===== config.mk =====
export PLATFORM = sky130hd
export DESIGN_NAME = i2c_master_apb_ctrl
export DESIGN_NICKNAME = d
export VERILOG_FILES = /design/src/rtl/i2c_apb_pkg.sv /design/src/rtl/i2c_apb_sync_fifo.sv /design/src/rtl/i2c_master_apb_ctrl.sv
export SDC_FILE = /design/constraint.sdc
export NUM_CORES = 1
export LEC_CHECK = 0
export CORE_MARGIN = 1
export CORE_UTILIZATION = 50
export DETAILED_ROUTE_END_ITERATION = 16
export GPL_ROUTABILITY_DRIVEN = 0
export PLACE_DENSITY_LB_ADDON = 0.3
export SYNTH_ARGS = -nofsm -noshare
export SYNTH_HDL_FRONTEND = slang
export SYNTH_HIERARCHICAL = 1
export SYNTH_SLANG_ARGS = --single-unit

===== constraint.sdc =====
create_clock -name i_apb_pclk -period 8.5 [get_ports i_apb_pclk]
set_clock_uncertainty 0.15 [all_clocks]
set_input_delay 1.275 -clock i_apb_pclk [delete_from_list [all_inputs] [get_ports i_apb_pclk]]
set_output_delay 1.275 -clock i_apb_pclk [all_outputs]
set_load 0.02 [all_outputs]

===== src/rtl/i2c_apb_pkg.sv =====
// ============================================================================
// Module : i2c_apb_pkg
// Brief  : Register map, bit indices and command-entry layout for the
//          APB front-end of the I2C master.
// Rev    : 1.0  initial release
// ============================================================================
`default_nettype none

package i2c_apb_pkg;

    localparam int OFF_CTRL    = 'h00;
    localparam int OFF_CMD     = 'h04;
    localparam int OFF_REGADDR = 'h08;
    localparam int OFF_RDATA   = 'h0C;
    localparam int OFF_STATUS  = 'h10;

    localparam int CTRL_EN     = 0;
    localparam int CTRL_IRQ_EN = 1;
    localparam int CTRL_FLUSH  = 2;

    localparam int ST_BUSY     = 0;
    localparam int ST_CMD_FULL = 1;
    localparam int ST_CMD_EMPT = 2;
    localparam int ST_RD_EMPT  = 3;
    localparam int ST_RD_FULL  = 4;
    localparam int ST_NACK     = 5;
    localparam int ST_RD_OVF   = 6;
    localparam int ST_TIMEOUT  = 7;

    // Channel field is sized for the largest supported NUM_CH (4).
    typedef struct packed {
        logic [1:0]  ch;
        logic        bit_ctrl;
        logic        rh_wl;
        logic [7:0]  sladdr;
        logic [15:0] regaddr;
        logic [7:0]  wdata;
    } cmd_entry_t;

    localparam int CMD_W = $bits(cmd_entry_t);

endpackage

`default_nettype wire


===== src/rtl/i2c_apb_sync_fifo.sv =====
// ============================================================================
// Module : i2c_apb_sync_fifo
// Brief  : Single-clock FIFO with flush; push into full / pop from empty ignored.
// Rev    : 1.0  initial release
// ============================================================================
`default_nettype none

module i2c_apb_sync_fifo #(
    parameter int DEPTH = 8,
    parameter int WIDTH = 8
) (
    input  logic                     clk_i,
    input  logic                     rst_i,
    input  logic                     flush_i,
    input  logic                     push_i,
    input  logic [WIDTH-1:0]         data_i,
    input  logic                     pop_i,
    output logic [WIDTH-1:0]         data_o,
    output logic                     full_o,
    output logic                     empty_o,
    output logic [$clog2(DEPTH):0]   level_o
);

    localparam int AW = $clog2(DEPTH);

    logic [WIDTH-1:0] mem_q [DEPTH];
    logic [AW-1:0]    wptr_q;
    logic [AW-1:0]    rptr_q;
    logic [AW:0]      cnt_q;
    logic             w_push;
    logic             w_pop;

    assign full_o  = (cnt_q == (AW+1)'(DEPTH));
    assign empty_o = (cnt_q == '0);
    assign level_o = cnt_q;
    assign data_o  = mem_q[rptr_q];
    assign w_push  = push_i & ~full_o;
    assign w_pop   = pop_i & ~empty_o;

    always_ff @(posedge clk_i) begin
        if (w_push) begin
            mem_q[wptr_q] <= data_i;
        end
    end

    // Flush outranks any push/pop presented in the same cycle.
    always_ff @(posedge clk_i) begin
        if (rst_i || flush_i) begin
            wptr_q <= '0;
            rptr_q <= '0;
            cnt_q  <= '0;
        end else begin
            if (w_push) wptr_q <= wptr_q + AW'(1);
            if (w_pop)  rptr_q <= rptr_q + AW'(1);
            case ({w_push, w_pop})
                2'b10:   cnt_q <= cnt_q + (AW+1)'(1);
                2'b01:   cnt_q <= cnt_q - (AW+1)'(1);
                default: cnt_q <= cnt_q;
            endcase
        end
    end

endmodule

`default_nettype wire


===== src/rtl/i2c_master_apb_ctrl.sv =====
// ============================================================================
// Module : i2c_master_apb_ctrl
// Brief  : APB3 slave front-end for the I2C master engine (CMD/RD FIFOs,
//          sticky status, level irq). Optional watchdog: I2C_APB_TIMEOUT_EN.
// Rev    : 1.0  initial release
// ============================================================================
`default_nettype none

module i2c_master_apb_ctrl
    import i2c_apb_pkg::*;
#(
    parameter int APB_AW      = 12,
    parameter int CMD_DEPTH   = 8,
    parameter int RD_DEPTH    = 8,
    parameter int NUM_CH      = 2,
    parameter int TIMEOUT_CYC = 65535,
    localparam int CH_W       = (NUM_CH > 1) ? $clog2(NUM_CH) : 1
) (
    input  logic            i_apb_pclk,
    input  logic            i_apb_prst,
    input  logic            i_apb_psel,
    input  logic            i_apb_penable,
    input  logic            i_apb_pwrite,
    input  logic [31:0]     i_apb_paddr,
    input  logic [31:0]     i_apb_pwdata,
    output logic            o_apb_pready,
    output logic [31:0]     o_apb_prdata,
    output logic            o_apb_pslverr,
    output logic            o_cmd_valid,
    input  logic            i_cmd_ready,
    output logic [CH_W-1:0] o_cmd_ch,
    output logic            o_cmd_bit_ctrl,
    output logic            o_cmd_rh_wl,
    output logic [7:0]      o_cmd_sladdr,
    output logic [15:0]     o_cmd_regaddr,
    output logic [7:0]      o_cmd_wdata,
    input  logic [7:0]      i_i2c_rdata,
    input  logic            i_i2c_rvalid,
    input  logic            i_i2c_done,
    input  logic            i_i2c_nack,
    input  logic            i_i2c_busy,
    output logic            o_eng_abort,
    output logic            o_irq
);

    localparam int CLVL_W = $clog2(CMD_DEPTH) + 1;
    localparam int RLVL_W = $clog2(RD_DEPTH) + 1;

    logic              en_q, irq_en_q, nack_q, rd_ovf_q, irq_q;
    logic              nack_d, rd_ovf_d, irq_d;
    logic [15:0]       regaddr_q;
    logic              w_access, w_wr, w_rd, w_mapped, w_ch_bad, w_flush;
    logic              w_sel_ctrl, w_sel_cmd, w_sel_reg, w_sel_rdata, w_sel_status;
    logic              w_cmd_push, w_cmd_pop, w_cmd_flush, w_cmd_full, w_cmd_empty;
    logic              w_rd_pop, w_rd_full, w_rd_empty;
    logic              w_timeout, w_tmo_fire, w_unused;
    logic [2:0]        w_w1c;
    logic [APB_AW-1:0] w_off;
    logic [CLVL_W-1:0] w_cmd_level;
    logic [RLVL_W-1:0] w_rd_level_unused;
    logic [7:0]        w_rd_head;
    logic [15:0]       w_status;
    cmd_entry_t        w_cmd_in, w_cmd_head;

    assign w_access     = i_apb_psel & i_apb_penable;
    assign w_wr         = w_access & i_apb_pwrite;
    assign w_rd         = w_access & ~i_apb_pwrite;
    assign w_off        = i_apb_paddr[APB_AW-1:0];
    assign w_sel_ctrl   = (w_off == APB_AW'(OFF_CTRL));
    assign w_sel_cmd    = (w_off == APB_AW'(OFF_CMD));
    assign w_sel_reg    = (w_off == APB_AW'(OFF_REGADDR));
    assign w_sel_rdata  = (w_off == APB_AW'(OFF_RDATA));
    assign w_sel_status = (w_off == APB_AW'(OFF_STATUS));
    assign w_mapped     = w_sel_ctrl | w_sel_cmd | w_sel_reg | w_sel_rdata | w_sel_status;
    assign w_ch_bad     = ({30'd0, i_apb_pwdata[21:20]} >= 32'(NUM_CH));

    assign w_cmd_push   = w_wr & w_sel_cmd & ~w_cmd_full & ~w_ch_bad;
    assign w_cmd_pop    = o_cmd_valid & i_cmd_ready;
    assign w_flush      = w_wr & w_sel_ctrl & i_apb_pwdata[CTRL_FLUSH];
    assign w_cmd_flush  = w_flush | w_tmo_fire;
    assign w_rd_pop     = w_rd & w_sel_rdata & ~w_rd_empty;
    assign w_w1c        = (w_wr & w_sel_status) ? i_apb_pwdata[7:5] : 3'b000;

    assign w_cmd_in.ch       = i_apb_pwdata[21:20];
    assign w_cmd_in.bit_ctrl = i_apb_pwdata[17];
    assign w_cmd_in.rh_wl    = i_apb_pwdata[16];
    assign w_cmd_in.sladdr   = i_apb_pwdata[15:8];
    assign w_cmd_in.regaddr  = regaddr_q;
    assign w_cmd_in.wdata    = i_apb_pwdata[7:0];

    i2c_apb_sync_fifo #(.DEPTH(CMD_DEPTH), .WIDTH(CMD_W)) u_cmd_fifo (
        .clk_i   (i_apb_pclk),
        .rst_i   (i_apb_prst),
        .flush_i (w_cmd_flush),
        .push_i  (w_cmd_push),
        .data_i  (w_cmd_in),
        .pop_i   (w_cmd_pop),
        .data_o  (w_cmd_head),
        .full_o  (w_cmd_full),
        .empty_o (w_cmd_empty),
        .level_o (w_cmd_level)
    );

    i2c_apb_sync_fifo #(.DEPTH(RD_DEPTH), .WIDTH(8)) u_rd_fifo (
        .clk_i   (i_apb_pclk),
        .rst_i   (i_apb_prst),
        .flush_i (w_flush),
        .push_i  (i_i2c_rvalid),
        .data_i  (i_i2c_rdata),
        .pop_i   (w_rd_pop),
        .data_o  (w_rd_head),
        .full_o  (w_rd_full),
        .empty_o (w_rd_empty),
        .level_o (w_rd_level_unused)
    );

    assign o_cmd_valid    = en_q & ~w_cmd_empty;
    assign o_cmd_ch       = w_cmd_head.ch[CH_W-1:0];
    assign o_cmd_bit_ctrl = w_cmd_head.bit_ctrl;
    assign o_cmd_rh_wl    = w_cmd_head.rh_wl;
    assign o_cmd_sladdr   = w_cmd_head.sladdr;
    assign o_cmd_regaddr  = w_cmd_head.regaddr;
    assign o_cmd_wdata    = w_cmd_head.wdata;

    assign w_status = {8'(w_cmd_level), w_timeout, rd_ovf_q, nack_q, w_rd_full,
                       w_rd_empty, w_cmd_empty, w_cmd_full, i_i2c_busy | ~w_cmd_empty};

    assign o_apb_pready  = 1'b1;
    assign o_apb_pslverr = w_access & (~w_mapped | (i_apb_pwrite & w_sel_cmd & (w_cmd_full | w_ch_bad)));
    assign o_irq         = irq_q;

    always_comb begin
        o_apb_prdata = 32'd0;
        if (w_rd) begin
            if (w_sel_ctrl)   o_apb_prdata = {30'd0, irq_en_q, en_q};
            if (w_sel_reg)    o_apb_prdata = {16'd0, regaddr_q};
            if (w_sel_rdata && !w_rd_empty) o_apb_prdata = {23'd0, 1'b1, w_rd_head};
            if (w_sel_status) o_apb_prdata = {16'd0, w_status};
        end
    end

    // Sticky bits: a new event in the same cycle as W1C keeps the bit set.
    assign nack_d   = (nack_q & ~w_w1c[0]) | (i_i2c_done & i_i2c_nack);
    assign rd_ovf_d = (rd_ovf_q & ~w_w1c[1]) | (i_i2c_rvalid & w_rd_full);
    assign irq_d    = irq_en_q & (nack_q | rd_ovf_q | w_timeout | ~w_rd_empty);

    always_ff @(posedge i_apb_pclk) begin
        if (i_apb_prst) begin
            en_q      <= 1'b0;
            irq_en_q  <= 1'b0;
            regaddr_q <= 16'd0;
            nack_q    <= 1'b0;
            rd_ovf_q  <= 1'b0;
            irq_q     <= 1'b0;
        end else begin
            if (w_wr && w_sel_ctrl) begin
                en_q     <= i_apb_pwdata[CTRL_EN];
                irq_en_q <= i_apb_pwdata[CTRL_IRQ_EN];
            end
            if (w_wr && w_sel_reg) regaddr_q <= i_apb_pwdata[15:0];
            nack_q   <= nack_d;
            rd_ovf_q <= rd_ovf_d;
            irq_q    <= irq_d;
        end
    end

`ifdef I2C_APB_TIMEOUT_EN
    localparam int TMO_W = $clog2(TIMEOUT_CYC + 1);

    logic [TMO_W-1:0] tmo_cnt_q;
    logic             tmo_q, abort_q;

    assign w_tmo_fire  = i_i2c_busy & ~i_i2c_done & (tmo_cnt_q == TMO_W'(TIMEOUT_CYC - 1));
    assign w_timeout   = tmo_q;
    assign o_eng_abort = abort_q;

    always_ff @(posedge i_apb_pclk) begin
        if (i_apb_prst) begin
            tmo_cnt_q <= '0;
            tmo_q     <= 1'b0;
            abort_q   <= 1'b0;
        end else begin
            abort_q <= w_tmo_fire;
            tmo_q   <= (tmo_q & ~w_w1c[2]) | w_tmo_fire;
            if (w_tmo_fire || i_i2c_done || !i_i2c_busy) tmo_cnt_q <= '0;
            else                                         tmo_cnt_q <= tmo_cnt_q + TMO_W'(1);
        end
    end
`else
    assign w_tmo_fire  = 1'b0;
    assign w_timeout   = 1'b0;
    assign o_eng_abort = 1'b0;
`endif

    assign w_unused = ^{i_apb_paddr[31:APB_AW], i_apb_pwdata[31:22], i_apb_pwdata[19:18],
                        w_cmd_head.ch, w_rd_level_unused, w_w1c, (TIMEOUT_CYC != 0)};

endmodule

`default_nettype wire


# After elaboration in Yosys (flattened, before gate mapping)
# Memory sizes are Yosys's and may differ from the RTL's. A register that Yosys moved wholly into a read port is not among the register bits.
# Index checks and enable logic that the tools add are counted.
op_classes:
  addsub: 8
  magnitude_cmp: 1
  n_eq_ne: 10
  n_mux: 16
  n_bitwise: 45
  reduce_logical: 10
ops:
  columns: ["operator", "n"]
  rows:
  - ["$mux W32", 4]
  - ["$and A1 B1 Y1", 25]
  - ["$eq A12 B4 Y1 const B", 2]
  - ["$pmux W4 S2", 2]
  - ["$add A3 B1 Y3 const B", 4]
  - ["$eq A12 B3 Y1 const B", 1]
  - ["$eq A12 B5 Y1 const B", 1]
  - ["$logic_not A12 Y1", 1]
  - ["$mux W3", 4]
  - ["$or A1 B1 Y1", 11]
  - ["$not A1 Y1", 9]
  - ["$add A4 B1 Y4 const B", 2]
  - ["$eq A4 B4 Y1 const B", 2]
  - ["$logic_not A4 Y1", 2]
  - ["$sub A4 B1 Y4 const B", 2]
  - ["$eq A2 B1 Y1 const B", 2]
  - ["$eq A2 B2 Y1 const B", 2]
  - ["$mux W1", 4]
  - ["$mux W2", 2]
  - ["$reduce_bool A2 Y1", 2]
  - ["$logic_and A1 B1 Y1", 3]
  - ["$ge A2 B2 Y1 const B", 1]
  - ["$logic_not A1 Y1", 1]
  - ["$logic_or A1 B1 Y1", 1]
word_totals:
  ff_bits: 41
  ram_bits: 352
  input_bits: 82
  word_cells: 104
  mem_count: 2
mem_list:
  columns: ["memory", "depth", "width", "rd", "rd_ports_with_merged_regs", "write_ports", "line_no", "rtl"]
  rows:
  - ["u_cmd_fifo.mem_q", 8, 36, 1, 1, 1, "i2c_apb_sync_fifo.sv:26", "logic [WIDTH-1:0] mem_q [DEPTH];"]
  - ["u_rd_fifo.mem_q", 8, 8, 1, 1, 1, "i2c_apb_sync_fifo.sv:26", null]

# Logic depth before layout (Yosys ltp)
# Gate-level depths: netlist (run 1).
logic_depth:
  word_depth: 8
  depth_mapped: 13

# Cells and area by module
# The synthesis (run 1) kept the hierarchy.
by_module_without_submodules:
  columns: ["module", "n_inst", "cells_per_inst", "area_each_um2", "seq_area_each_um2"]
  rows:
  - ["i2c_apb_sync_fifo (u_cmd_fifo)", 1, 492, 11644.9, 8908.5]
  - ["i2c_apb_sync_fifo (u_rd_fifo)", 1, 169, 3166.8, 2182.1]
  - ["i2c_master_apb_ctrl", 1, 195, 1521.5, 420.4]

# Worst setup path before layout (run 1)
# OpenSTA, ideal clock, no wires.
synth_timing:
  kind: "input port to flip-flop"
  start: "in i_apb_paddr[9]"
  end: "mem u_cmd_fifo/mem_q[0][0] (netlist bit) (enable)"
  arrival_time_ns: 6.767
  setup_slack_ns: 1.063
  stages: 6
  path_buffers: 1
  path_cell_list: "or4_4 -> buf_6 -> or3_1 -> nor4_1 -> nand2_8 -> nor4_1"
synth_between:
  elab_chain_len: 7
synth_lines:
  columns: ["item", "line_no", "rtl"]
  rows:
  - ["start: declaration", "i2c_master_apb_ctrl.sv:24", "input logic [31:0] i_apb_paddr,"]
  - ["$eq A12 B3 Y1", "i2c_master_apb_ctrl.sv:70", "assign w_sel_cmd = (w_off == APB_AW'(OFF_CMD));"]
  - ["$and A1 B1 Y1 (3 in series)", "i2c_master_apb_ctrl.sv:77", "assign w_cmd_push = w_wr & w_sel_cmd & ~w_cmd_full & ~w_ch_bad;"]
  - ["net w_cmd_push", "i2c_master_apb_ctrl.sv:54", "logic w_cmd_push, w_cmd_pop, w_cmd_flush, w_cmd_full, w_cmd_empty;"]
  - ["$and A1 B1 Y1", "i2c_apb_sync_fifo.sv:37", "assign w_push = push_i & ~full_o;"]
  - ["$mux W1", "i2c_apb_sync_fifo.sv:41", "if (w_push) begin"]
  - ["$mux W1 (not written as such)", "i2c_apb_sync_fifo.sv:42", "mem_q[wptr_q] <= data_i;"]
  - ["end: declaration", "i2c_apb_sync_fifo.sv:26", null]
# The timed path passes the listed nets, and every way through them passes these cells.

# Worst setup path after layout (run 1)
layout_timing:
  start: "in i_apb_paddr[9]"
  end: "out o_apb_prdata[2]"
layout_between:
  elab_chain_len: 5
  word_cells_on_any_way: 8
layout_lines:
  columns: ["item", "line_no", "rtl"]
  rows:
  - ["$eq A12 B4 Y1, on equally long branches", "i2c_master_apb_ctrl.sv:71, i2c_master_apb_ctrl.sv:72", null]
  - ["$mux W32 / $logic_and A1 B1 Y1 (equally long branches)", "i2c_master_apb_ctrl.sv:136, i2c_master_apb_ctrl.sv:137", null]
  - ["$mux W32", "i2c_master_apb_ctrl.sv:137", "if (w_sel_rdata && !w_rd_empty) o_apb_prdata = {23'd0, 1'b1, w_rd_head};"]
  - ["$mux W32 (*)", "i2c_master_apb_ctrl.sv:138", "if (w_sel_status) o_apb_prdata = {16'd0, w_status};"]
  - ["$mux W32 (*)", "i2c_master_apb_ctrl.sv:134", "if (w_rd) begin"]
  - ["end: declaration", "i2c_master_apb_ctrl.sv:27", "output logic [31:0] o_apb_prdata,"]
# Every way passes the cells marked *; elsewhere a longest branch is shown, timed or not.

==> metrics.yaml, run 1 <==
cp_num_cells: 6
max_slew_margin_pct: 24.1
final_area_um2: 18600
io_buffers: 103
clockBufferDepth: 3
ioPinCount: 154
finalHoldViolations: 0
status: "finished clean"
worstSetupEndpoint: "o_apb_prdata[2]"
p_leak_nw: 6.25
clk_pin_slew_worst_paths_ns: 0.06
drive_gt1_share_pct: 21.3
setup_tns_ns: 0
drc: 0
critPathKind: "in2out"
grt_max_degree: 71
cts_buffers: 39
min_from: "irq_en_q$_SDFFE_PP0N_"
wl_met3_um: 1710
slowest_stage: "nor3_1"
cts_root_buf: "clkbuf_16"
crit_fanout: 11
finalWirelength_um: 31700
wl_met1_um: 13800
fin_crit_ns: 5.88
dp_hpwl_um: 18100
antenna_found_initial: 0
clk_latency_ns: 0.53
crit_family: "simple AND/OR/NAND/NOR gates"
whs_path_depth: 2
slowest_delay_ns: 0.73
ant_nets: 0
worstSetupStartpoint: "i_apb_paddr[9]"
grtUsageTotal_pct: 19.6
required_ns: 7.07
ff2ff_path_depth: 7
endpoint_kind: "output port"
fillers: 2323
std_cell_rows: 65
drt_pre_antenna_iters: 4
cp_num_buf_inv: 2
power_mw: 3.82
die_x_um: 181
crit_chain: "clkdlybuf4s50_1, nor4_1, nand4_1, nor3_1, a221o_1, clkdlybuf4s50_1"
place_area_um2: 17400
ff2ff_setup_slack_ns: 4.94
crit_top_cell: "clkdlybuf4s50_1"
dieArea_um2: 32800
grt_overflow: 0
fin_util_pct: 58.9
top_layer_used: "met4"
synth_area_um2: 16000
r2r_start: "u_cmd_fifo/level_o[0]$_SDFFE_PP0P_"
core_um2: 31600
post_cts_buffers: 0
areaGrowthSynthToFinish_pct: 16.0
cts-hold-fix-buffers: 0
clock_sinks: 391
wl_per_cell_um: 22.7
peakVddDrop_uv: 153
rsz0062_at_grt: "false"
crit_arrival_ns: 4.46
power.density_nw_per_um2: 205
synth_area_per_cell_um2: 19.0
synth_cells: 845
timing.final.crit_share_pct: 69.2
grt_pass1_wl_um: 48100
worst_slack_ns: 2.62
cts_resized: 0
multi_input_area_um2: 4430
start_util_pct: 50.8
worstMarginPinSlew_ns: 1.14
fmax_ghz: 0.170
routed_via_density: 5.81
grt_pass1_vias: 8151
regArea_um2: 11300
min_path_type: "reg2reg"
setup_viol: 0
max_cap_violations: 0
cts_tree: "built"
yosysWarnings: 6
nets: 1053
vias: 8103
dpl_worst_slack_ns: 2.72
n_antenna_cell: 0
drv_slew: 0
drt_iter0_drc: 675
r2r_end: "u_cmd_fifo/mem_q[4][33]$_DFFE_PP_"
htreeDepth: 2
routed-wl-met2_um: 15500
die_h_um: 181
startpoint_type: "primary input"
==> placed cells by master, fill, tap and decap left out, drive strengths merged, types with 3 or more instances in the layout <==
| cell | instances |
|---|---|
| or4 | 4 |
| buf | 15 |
| nor4 | 11 |
| nand2 | 50 |
| a22o | 4 |
| nand3 | 8 |
| or4b | 3 |
| clkbuf | 52 |
| conb | 18 |
| clkdlybuf4s50 | 103 |
| or3 | 8 |
| nor2 | 36 |
| nor2b | 4 |
| mux2i | 8 |
| a21oi | 28 |
| edfxtp | 344 |
| mux4 | 86 |
| nand3b | 3 |
| ha | 10 |
| mux2 | 45 |
| nand2b | 5 |
| nor3 | 16 |
| a2bb2oi | 4 |
| xor2 | 12 |
| inv | 5 |
| and2 | 7 |
| clkinv | 17 |
| or2 | 3 |
| dfxtp | 47 |
| o21ai | 12 |
==> layer usage <==
metal  vias up  track usage [%]
li1       3622                -
met1      4157             27.6
met2       274             31.8
met3        50             3.08
met4         0             5.59
met5         -                0
==> worst min-delay path by stage <==
stage | to | slack, ns
after detailed placement | o_irq$_SDFF_PP0_ | 0.34
after global placement | u_rd_fifo/level_o[3]$_SDFFE_PP0P_ | 0.34
after global routing | o_irq$_SDFF_PP0_ | 0.35
final | o_irq$_SDFF_PP0_ | 0.33
after floorplan | o_irq$_SDFF_PP0_ | 0.28
after CTS | o_irq$_SDFF_PP0_ | 0.32
==> report_power, final <==
part / switching (mW) / leakage, nW / internal (mW)
Sequential: 0.00634 / 3.74 / 2.09
Clock: 0.690 / 0.609 / 0.949
Combinational: 0.0532 / 1.90 / 0.0362
Total: 0.750 / 6.25 / 3.07
==> worst register-to-register path, delay by kind of cell, from the launching register on <==
kind                   cells  cell delay (ns)
flip-flops                 1             0.54
buffers and inverters      3             0.91
AND/OR/NAND/NOR            4             1.58
==> metrics by stage <==
step	instances	hold WS, ns
after floorplan	861	0.284
after global placement	1322	0.337
after detailed placement	1322	0.337
after CTS	1394	0.324
after global routing	1394	0.353
final	1394	0.335
==> state kept, by name, indices dropped and copies added (netlist names), named ones only <==
register,count
regaddr_q,16
irq_en_q,1
u_cmd_fifo/rptr_q,3
nack_q,1
o_irq,1
u_rd_fifo/wptr_q,3
u_cmd_fifo/mem_q,280
rd_ovf_q,1
en_q,1
u_rd_fifo/rptr_q,3
u_rd_fifo/mem_q,64
u_rd_fifo/level_o,4
u_cmd_fifo/wptr_q,3
u_cmd_fifo/level_o,4
==> final cells by class <==
type | count | share of cell area, %
sequential | 391 | 60.6
multi-input combinational | 407 | 23.8
timing repair buffer | 118 | 6.15
clock buffer | 52 | 5.74
tap | 402 | 2.70
clock inverter | 20 | 0.854
inverter | 4 | 0.0807
Note: power is estimated with default switching activity, not from simulation.
==> run 2, diff against run 1 <==
==> constraint.sdc (replaced) <==
create_clock -name i_apb_pclk -period 5.5 [get_ports i_apb_pclk]
set_clock_uncertainty 0.15 [all_clocks]
set_input_delay 0.825 -clock i_apb_pclk [delete_from_list [all_inputs] [get_ports i_apb_pclk]]
set_output_delay 0.825 -clock i_apb_pclk [all_outputs]
set_load 0.02 [all_outputs]
==> run 2 against run 1 <==
The run now ends with max-capacitance violations left; register-to-register slack got worse by 2.9 ns; flip-flop and latch count did not move; cell area rose by 0.29%; clock-buffer cell count rose by 4; largest cell class unchanged.
==> metrics.yaml, run 2 (same netlist as run 1, synthesis figures left out) <==
status: "finished with violations"
violations: "max-capacitance violations"
clockBufferDepth: 3
drv_slew: 0
worstSetupEndpoint: "o_apb_prdata[7]"
clk_latency_ns: 0.53
ioPinCount: 154
layout_commonest_cell: "edfxtp_1"
regMostFlops: "u_cmd_fifo/mem_q"
min_from: "irq_en_q$_SDFFE_PP0N_"
drive_gt1_share_pct: 21.2
finalHoldViolations: 0
comb_power_share_pct: 2.4
slowest_stage: "clkdlybuf4s50_1"
antenna_found_initial: 0
largest_register_ffs: 280
power.density_nw_per_um2: 312
endpoint_kind: "output port"
hold_slack_ns: 0.343
wl_per_cell_um: 22.7
fin_util_pct: 59.1
clock_sinks: 391
crit_chain: "clkdlybuf4s50_1, or4b_4, or4_4, nor3_4, a22o_1, clkdlybuf4s50_1"
setup_viol: 0
drt_pre_antenna_iters: 5
drc: 0
top_regs: "u_cmd_fifo/mem_q x280, u_rd_fifo/mem_q x64, regaddr_q x16"
clk_pin_slew_worst_paths_ns: 0.06
grtUsageTotal_pct: 19.7
grt_pass1_vias: 8282
start_util_pct: 50.8
p_leak_nw: 6.26
ff2ff_path_depth: 11
p_int_mw: 4.67
dpl_worst_slack_ns: 0.634
max_slew_margin_pct: 1.79
peakVddDrop_uv: 279
startpoint_type: "primary input"
core_um2: 31600
cts_buffers: 39
grt_max_degree: 43
finalWirelength_um: 31800
io_buffers: 103
nets: 1059
std_cell_rows: 65
timing.final.crit_share_pct: 88.3
required_ns: 4.53
dp_hpwl_um: 18700
cts_root_buf: "clkbuf_16"
dp.cells: 1328
cts_resized: 0
grt_pass1_wl_um: 48300
clock_power_share_pct: 42.0
crit_fanout: 9
worstSetupStartpoint: "i_apb_paddr[4]"
drt_iter0_drc: 564
slowest_delay_ns: 0.64
netSwitchingPower_mw: 1.15
final_cells: 1401
max_cap_violations: 1
ant_nets: 0
r2r_start: "u_cmd_fifo/level_o[1]$_SDFFE_PP0P_"
cts-hold-fix-buffers: 0
fmax_ghz: 0.206
dieArea_um2: 32800
rsz0062_at_grt: "false"
worst_slack_ns: 0.644
die_h_um: 181
htreeDepth: 2
r2r_end: "u_cmd_fifo/level_o[2]$_SDFFE_PP0P_"
p_seq_share_pct: 55.6
final_cell_mix: "edfxtp_1 (344), clkdlybuf4s50_1 (103), mux2_2 (45)"
post_cts_buffers: 0
cts_tree: "built"
crit_top_cell: "clkdlybuf4s50_1"
setup_tns_ns: 0
critPathKind: "in2out"
min_path_type: "reg2reg"
routed_via_density: 5.77
fin_crit_ns: 4.86
die_x_um: 181
vias: 8082
p_sw_share_pct: 19.7
crit_arrival_ns: 3.88
worstMarginPinSlew_ns: 1.46
ff2ff_setup_slack_ns: 2.01
grt_overflow: 0
areaGrowthSynthToFinish_pct: 16.3
run 2: changes by cell type in the layout (fill, tap and decap cells not counted), sizes merged, moves of 2 or more:
cell    change
clkbuf      +4
bufinv      -2
buf         +6
clkinv      -2
run 2: worst min-delay path by stage:
stage / end / cells past startpoint
floorplan: o_irq$_SDFF_PP0_ / 2
CTS: o_irq$_SDFF_PP0_ / 2
finish: o_irq$_SDFF_PP0_ / 2
detailed placement: o_irq$_SDFF_PP0_ / 2
global route: o_irq$_SDFF_PP0_ / 2
global placement: u_rd_fifo/level_o[3]$_SDFFE_PP0P_ / 2
run 2: power by group through the flow:
| stage | combinational [mW] | clock [mW] | sequential [mW] |
|---|---|---|---|
| floorplan | 0.0686 | 0 | 3.29 |
| global placement | 0.137 | 0 | 3.29 |
| detailed placement | 0.140 | 0 | 3.30 |
| CTS | 0.140 | 2.51 | 3.23 |
| global route | 0.151 | 2.63 | 3.23 |
| finish | 0.140 | 2.45 | 3.23 |
run 2: layout make-up:
type | count | area, µm²
timing repair buffer | 124 | 1210
fill | 2313 | 12900
clock inverter | 16 | 111
clock buffer | 56 | 1090
inverter | 4 | 15.0
sequential | 391 | 11300
tap | 402 | 503
antenna | 1 | 2.50
multi-input combinational | 407 | 4440
run 2: metrics by stage:
| step | instance area (µm²) | total power, mW |
|---|---|---|
| floorplan | 16100 | 3.36 |
| global placement | 17400 | 3.43 |
| global route | 18600 | 6.01 |
| detailed placement | 17400 | 3.44 |
| CTS | 18600 | 5.88 |
| finish | 18700 | 5.82 |
run 2: critical path, delay by kind of cell:
family / cells / cell delay [ns]
buf+inv: 2 / 1.18
simple gates: 3 / 1.56
compound gates: 1 / 0.31
run 2: routing by layer:
layer  GRT usage (%)  share of wire [%]  vias up
li1                -                  -     3634
met5               0                  0        -
met3            3.08                5.1       41
met2            33.0                 50      237
met1            26.9                 44     4170
met4            5.32                1.5        0
==> run 3, diff against run 2 <==
--- a/config.mk
+++ b/config.mk
@@ -9,7 +9,8 @@
 export CORE_UTILIZATION = 50
 export DETAILED_ROUTE_END_ITERATION = 16
 export GPL_ROUTABILITY_DRIVEN = 0
-export PLACE_DENSITY_LB_ADDON = 0.3
+export MAX_ROUTING_LAYER = met4
+export PLACE_DENSITY = 0.74
 export SYNTH_ARGS = -nofsm -noshare
 export SYNTH_HDL_FRONTEND = slang
 export SYNTH_HIERARCHICAL = 1
==> run 3 against run 2 <==
The flow now finishes without violations; clock power rose by 5%; clock-buffer cell count increased by 3; cell area rose by 0.50%; critical path depth unchanged; sequential share of layout area is 0.30 points lower; routed wire length grew 2.3%; sequential power is essentially flat; cell count is 0.21% higher; worst setup slack got worse by 0.061 ns; die area is the same; power is 2.2% higher; critical path type unchanged; largest cell class unchanged; largest power group unchanged.
==> metrics.yaml, run 3 (same netlist as run 1, synthesis figures left out) <==
finalWirelength_um: 32500
grt_max_degree: 40
fillers: 2293
grtUsageMet2_pct: 33.1
clk_latency_ns: 0.53
final_area_um2: 18700
grt_pass1_wl_um: 49500
dp.cells: 1331
place_area_um2: 17500
antenna_found_initial: 1
status: "finished clean"
n_antenna_cell: 0
post_cts_buffers: 0
ioPinCount: 154
min_path_type: "reg2reg"
dieArea_um2: 32800
ff2ff_setup_slack_ns: 2.06
htreeDepth: 2
worstMarginPinSlew_ns: 1.14
drc: 0
setup_viol: 0
drt_iter0_drc: 710
core_um2: 31600
drive_gt1_share_pct: 21.8
fin_crit_ns: 4.92
dp_hpwl_um: 19200
required_ns: 4.53
cts_buffers: 40
finalHoldViolations: 0
cts_resized: 0
top_usage_layer: "met2"
peakVddDrop_uv: 290
clockBufferDepth: 3
drv_slew: 0
ant_nets: 0
gr-usage-met1_pct: 28.5
r2r_end: "u_rd_fifo/level_o[2]$_SDFFE_PP0P_"
grtUsageMet3_pct: 2.68
cts_tree: "built"
ff2ff_path_depth: 12
die_x_um: 181
endpoint_kind: "output port"
whs_path_depth: 2
nets: 1063
std_cell_rows: 65
clock_sinks: 391
die_h_um: 181
areaGrowthSynthToFinish_pct: 16.9
vias: 8241
final_cells: 1404
regArea_um2: 11300
layout_commonest_cell: "edfxtp_1"
drt_pre_antenna_iters: 5
grt_overflow: 0
final_cell_mix: "edfxtp_1 (344), clkdlybuf4s50_1 (103), mux2_2 (45)"
cts-hold-fix-buffers: 0
power.density_nw_per_um2: 317
fmax_ghz: 0.203
wl_per_cell_um: 23.2
clk_pin_slew_worst_paths_ns: 0.06
regMostFlops: "u_cmd_fifo/mem_q"
min_from: "irq_en_q$_SDFFE_PP0N_"
fin_util_pct: 59.4
rsz0062_at_grt: "false"
r2r_start: "u_rd_fifo/level_o[1]$_SDFFE_PP0P_"
crit_arrival_ns: 3.94
multi_input_area_um2: 4440
max_slew_margin_pct: 24.1
top_regs: "u_cmd_fifo/mem_q x280, u_rd_fifo/mem_q x64, regaddr_q x16"
grtUsageTotal_pct: 20.9
largest_register_ffs: 280
grt_pass1_vias: 8296
crit_fanout: 9
max_cap_violations: 0
io_buffers: 103
timing.final.crit_share_pct: 89.4
cts_root_buf: "clkbuf_16"
startpoint_type: "primary input"
hold_path_end: "o_irq$_SDFF_PP0_"
critPathKind: "in2out"
power_mw: 5.95
p_leak_nw: 6.31
start_util_pct: 50.8
setup_tns_ns: 0
routed_via_density: 5.87
-- run 3: changes by cell type in the layout (fill, tap and decap cells not counted), sizes merged --
cell / before / now
buf: 21 / 24
clkbuf: 56 / 59
clkinv: 15 / 12
bufinv: 0 / 1
clkinvlp: 1 / 0
diode: 1 / 0
inv: 4 / 5
-- run 3: power by group --
part | leakage (nW) | internal [mW] | switching [mW] | total, mW
Combinational | 1.95 | 0.0564 | 0.0807 | 0.137
Sequential | 3.74 | 3.22 | 0.00978 | 3.23
Clock | 0.622 | 1.51 | 1.07 | 2.57
Total | 6.31 | 4.79 | 1.16 | 5.95
-- run 3: final cells by class --
cell class / count / share of cell area [%]
Clock buffer: 59 / 6.15
Sequential cell: 391 / 60.2
Timing Repair Buffer: 127 / 6.60
Clock inverter: 14 / 0.621
Inverter: 4 / 0.0801
Multi-Input combinational cell: 407 / 23.7
Tap cell: 402 / 2.68
-- run 3: metal layers --
| metal | routed length [µm] | part of all wire [%] | vias to the layer above |
|---|---|---|---|
| met1 | 14200 | 44 | 4246 |
| met3 | 1690 | 5.2 | 55 |
| li1 | - | - | 3642 |
| met5 | 0 | 0 | - |
| met4 | 745 | 2.3 | 0 |
| met2 | 15900 | 49 | 298 |
-- run 3: worst max-delay path by stage --
stage | start | to | slack, ns | depth (start not counted)
detailed placement | i_apb_paddr[3] | o_apb_prdata[2] | 0.58 | 6
floorplan | i_apb_paddr[9] | u_cmd_fifo/mem_q[2][0]$_DFFE_PP_ | -0.46 | 6
finish | i_apb_paddr[4] | o_apb_prdata[2] | 0.58 | 6
global route | i_apb_paddr[4] | o_apb_prdata[2] | 0.52 | 6
global placement | i_apb_paddr[3] | o_apb_prdata[2] | 0.62 | 6
CTS | i_apb_paddr[3] | o_apb_prdata[2] | 0.59 | 6
-- run 3: worst max-delay path, stage by stage --
cell,delay (ns)
clkdlybuf4s50_1,0.54
or4b_4,0.62
or4_4,0.51
nor3_4,0.51
a221o_1,0.30
clkdlybuf4s50_1,0.62
-- run 3: stage by stage --
| step | hold slack (ns) | worst slack [ns] |
|---|---|---|
| final | 0.351 | 0.583 |
| after global routing | 0.373 | 0.520 |
| after CTS | 0.348 | 0.585 |
| after detailed placement | 0.331 | 0.583 |
| after global placement | 0.339 | 0.617 |
| after floorplan | 0.284 | -0.457 |
